`config.mk`:
```
export PLATFORM = sky130hd
export DESIGN_NAME = divider_block_24465
export DESIGN_NICKNAME = d
export VERILOG_FILES = /design/src/rtl/divider_block_24465.sv
export SDC_FILE = /design/constraint.sdc
export NUM_CORES = 1
export LEC_CHECK = 0
export ABC_AREA = 1
export CAP_MARGIN = 40
export CORE_MARGIN = 8
export CORE_UTILIZATION = 51
export CTS_CLUSTER_DIAMETER = 80
export CTS_CLUSTER_SIZE = 10
export DETAILED_ROUTE_END_ITERATION = 8
export PLACE_DENSITY = 0.8
export SLEW_MARGIN = 20
export SYNTH_ARGS = -nofsm -noshare
export SYNTH_HDL_FRONTEND = slang
export SYNTH_SLANG_ARGS = --single-unit
```
`constraint.sdc`:
```
create_clock -name clk -period 1.96 [get_ports clk]
set_clock_uncertainty 0.1 [all_clocks]
set_input_delay 0.392 -clock clk [delete_from_list [all_inputs] [get_ports clk]]
set_output_delay 0.392 -clock clk [all_outputs]
set_load 0.03 [all_outputs]
```
`src/rtl/divider_block_24465.sv`:
```
// Restoring shift-subtract divider by the constant 24465.
// Ports: i_valid/i_ready/i_data0 in, o_valid/o_ready/o_quot/o_rem/o_exact out.
module divider_block_24465 #(
  parameter int WIDTH   = 32,
  parameter int DIVISOR = 24465,
  parameter int REM_W   = 15
) (
  input  logic             clk,
  input  logic             rst,
  input  logic             i_valid,
  output logic             i_ready,
  input  logic [WIDTH-1:0] i_data0,
  output logic             o_valid,
  input  logic             o_ready,
  output logic [WIDTH-1:0] o_quot,
  output logic [REM_W-1:0] o_rem,
  output logic             o_exact
);

  localparam int CNT_W = (WIDTH > 1) ? $clog2(WIDTH) : 1;
  localparam logic [REM_W:0] DIV_C = (REM_W+1)'(DIVISOR);

  typedef enum logic [1:0] {
    S_IDLE,
    S_RUN,
    S_DONE
  } state_t;

  state_t           r_state;
  state_t           w_next;
  logic [WIDTH-1:0] r_div;
  logic [WIDTH-1:0] r_quot;
  logic [REM_W:0]   r_rem;
  logic [CNT_W-1:0] r_cnt;
  logic [REM_W:0]   w_t;
  logic [REM_W:0]   w_diff;
  logic             w_ge;

  // Partial remainder stays below DIVISOR, so REM_W low bits plus
  // the incoming dividend bit always fit in REM_W+1 bits.
  assign w_t    = {r_rem[REM_W-1:0], r_div[WIDTH-1]};
  assign w_ge   = (w_t >= DIV_C);
  assign w_diff = w_t - DIV_C;

  always_ff @(posedge clk) begin
    if (rst) r_state <= S_IDLE;
    else     r_state <= w_next;
  end

  always_comb begin
    w_next = r_state;
    unique case (r_state)
      S_IDLE: if (i_valid) w_next = S_RUN;
      S_RUN:  if (r_cnt == '0) w_next = S_DONE;
      S_DONE: if (o_ready) w_next = S_IDLE;
      default: w_next = S_IDLE;
    endcase
  end

  always_comb begin
    i_ready = (r_state == S_IDLE);
    o_valid = (r_state == S_DONE);
    o_exact = (r_state == S_DONE) && (r_rem == '0);
  end

  always_ff @(posedge clk) begin
    if (rst) begin
      r_div  <= '0;
      r_quot <= '0;
      r_rem  <= '0;
      r_cnt  <= '0;
    end else begin
      unique case (r_state)
        S_IDLE: begin
          if (i_valid) begin
            r_div  <= i_data0;
            r_quot <= '0;
            r_rem  <= '0;
            r_cnt  <= CNT_W'(WIDTH-1);
          end
        end
        S_RUN: begin
          r_rem  <= w_ge ? w_diff : w_t;
          r_quot <= {r_quot[WIDTH-2:0], w_ge};
          r_div  <= r_div << 1;
          if (r_cnt != '0) r_cnt <= r_cnt - 1'b1;
        end
        default: ;
      endcase
    end
  end

  assign o_quot = r_quot;
  assign o_rem  = r_rem[REM_W-1:0];

endmodule
```
==> results.tsv <==
stage	metric	value	unit
die	Starting Density	0.515	
timing	final hold vios	0	
synthesis	ys flop type	dfxtp_1	
timing	Min Hold Slack	0.369	ns
synthesis	Post-synth EDFFs	0	
synthesis	Mapped Nets	625	
global_route	antenna violations before repair	0	
layout	area delta synth->final	25.2	%
critical_path	CP Capture Type	output port	
clock_network	Worst-Skew Late Latency	0.34	ns
pwr	P_leak	2.18	nW
timing	Tcrit/Tclk final	0.980	
clock_network	H-tree depth	3	
synthesis	Cell variety after synth	34	
die	Core Region	8010	um^2
critical_path	Setup crit start	r_rem[0]$_SDFFE_PP0P_	
global_route	number of global-route vias before repair	3792	
global_route	global-route wire length before repair	17000	um
drt	Routed WL	10200	um
pwr	PwrDens	738	nW/um^2
clock_network	maximum clock insertion buffer count	2	
placement	PortBufs	85	
hold_path	Hold Path Class	reg2reg	
die	die height	106	um
hold_path	worst hold start	r_div[0]$_SDFFE_PP0P_	
critical_path	CP required	1.47	ns
synthesis	Mapped Cells	585	
run_status	status	finished clean	
layout	layout cells sized above 1	0.0972	
flow_run	max_cap viols	0	
layout	most frequent cells in the layout	nand2_1, dfxtp_1, clkdlybuf4s50_1	
synthesis	YS warnings	0	
clock_network	Clk pin slew, worst setup/hold paths	0.08	ns
placement	DP Wirelength	6900	um
layout	Post-Layout Cell Count	753	
global_route	gr usage total	0.178	
critical_path	Crit Path Class	reg2out	
timing	post-layout min period	1.92	ns
die	FP Rows	33	
clock_network	CTS tree	built	
clock_network	clock root buffer	clkbuf_8	
drt	# DRC	0	
drt	WL met1	4400	um
drt	DR pass1 iterations	5	
timing	slew margin rel.	0.551	
clock_network	TritonCTS Buffers	9	
synthesis	Post-Syn Area per Cell	7.06	um^2
synthesis	asr flop ratio synth	0	
critical_path	CP max-delay cell	dfxtp_1	
synthesis	register bit total from synthesis	87	
layout	most common cell after layout, fill and taps aside	nand2_1	
placement	Placed Instances	736	
timing	setup ws final	0.0386	ns
timing	setup violators final	0	
layout	layout net count	683	
layout	Antenna diodes	0	
clock_network	Sink Count	87	
timing	Worst Tran Pin Value	0.674	ns
global_route	total grt overflow	0	
placement	Setup Slack @ Placement	0.0745	ns
die	I/O pin cnt	86	
die	full die area	11200	um^2
pwr	maximum vdd drop	0.000507	V
placement	routability congestion estimate	0.888	
timing	Max Slew Vio Count	0	
synthesis	Post-Syn Area	4130	um^2
critical_path	CP top delay family	simple AND/OR/NAND/NOR gates	
drt	DR vias/cell	5.26	
drt	wire length on met2	5060	um
drt	initial DRC count	201	
timing	RSZ-0062 raised after global routing	yes	
synthesis	Seq/Total Area, Yosys	0.422	
critical_path	Setup crit start kind	flip-flop	
critical_path	worst-path fanout max	4	
drt	met3 WL	559	um
critical_path	CP Cell Sequence	buf_4, nor2_4, nand3_2, nor4_4, buf_6	
drt	via count	3961	
critical_path	worst r2r src	r_rem[13]$_SDFFE_PP0P_	
global_route	largest net degree at the start of global routing	63	
drt	antenna-violating nets left	0	
critical_path	max incr delay on CP	0.31	ns
timing	Max Freq	520	MHz
drt	post-DR wirelength/cell	13.5	um
pwr	Design Power	3.81	mW
die	Die X	106	um
drt	top sig layer	met4	
critical_path	signal arrival time at the worst endpoint	1.43	ns
critical_path	Critical path buffers and inverters	2	
==> routing by layer <==
layer	track usage	vias to the layer above
li1	-	2020
met1	0.209	1807
met2	0.306	116
met3	0.0478	18
met4	0.0583	0
met5	0	-
==> stage by stage <==
step | setup TNS (ns) | util | area, um^2
final | 0 | 0.645 | 5170
after global routing | -0.00589 | 0.645 | 5170
after CTS | 0 | 0.638 | 5110
after detailed placement | 0 | 0.615 | 4930
after global placement | 0 | 0.615 | 4930
after floorplan | 0 | - | 4150
==> worst register-to-register path, cell delays in order, from the launching register on <==
cell and delay (ns):
dfxtp_4 0.38, a21oi_1 0.56, nand3_4 0.28, nor2_1 0.15, nor2_1 0.05, nand2_1 0.06
a21oi_1 0.05
==> state kept, by name (all words and copies together), names as in the netlist <==
register,flops
r_state,2
o_quot,32
r_rem,16
r_cnt,5
r_div,32
==> final timing paths <==
check                                             end  slack [ns]  cells after the start
worst min-delay path            r_div[0]$_SDFFE_PP0P_        0.37                      2
worst min register to register  r_div[0]$_SDFFE_PP0P_        0.37                      2
worst max-delay path                          o_exact        0.04                      5
worst max register to register  r_rem[1]$_SDFFE_PP0P_        0.20                      6
==> synth_stat cells, drive strengths merged (2+ instances only) <==
cell type,instances,area share
nand2,215,0.20
dfxtp,87,0.42
a21oi,54,0.066
o21ai,37,0.046
a31oi,34,0.052
inv,34,0.032
nand3,32,0.042
buf,30,0.048
nor2,22,0.026
clkbuf,19,0.025
nand4,6,0.0091
ha,4,0.012
nor3,4,0.0049
xor2,2,0.0042
==> cell families (layout without fill, tap and decap cells) <==
family,after synthesis,in the layout,synth area share
DFF,87,87,0.422
xor gates and xnor gates,2,2,0.00424
adders and majority gates,4,4,0.0121
buffers and inverters,84,146,0.108
AOI/OAI and AO/OA,126,126,0.166
and+or+nand+nor,282,283,0.288
==> cell type report <==
class                   count  area [um^2]
inverters                  34          133
fillers                   692         2840
flip-flops and latches     87         1750
clock inverters             5         33.8
multi-input cells         415         2010
clock buffers              11          141
well taps                 105          131
repair buffers             96          966
==> repair_timing <==
| item | in CTS | in global routing |
|---|---|---|
| hold buffers | 0 | 0 |
| setup buffers | 0 | 0 |
| pin swaps | 1 | 0 |
| gates resized for setup | 26 | 16 |
| hold endpoints to repair | 0 | 0 |
| setup endpoints to repair | 17 | 24 |
| gates cloned | 0 | 1 |
==> power by group <==
group | switching [mW] | internal [mW] | total (mW)
Combinational | 0.449 | 0.272 | 0.721
Clock | 0.627 | 0.494 | 1.12
Sequential | 0.0722 | 1.90 | 1.97
Total | 1.15 | 2.66 | 3.81
No activity file was read; power rests on OpenSTA's default activity.
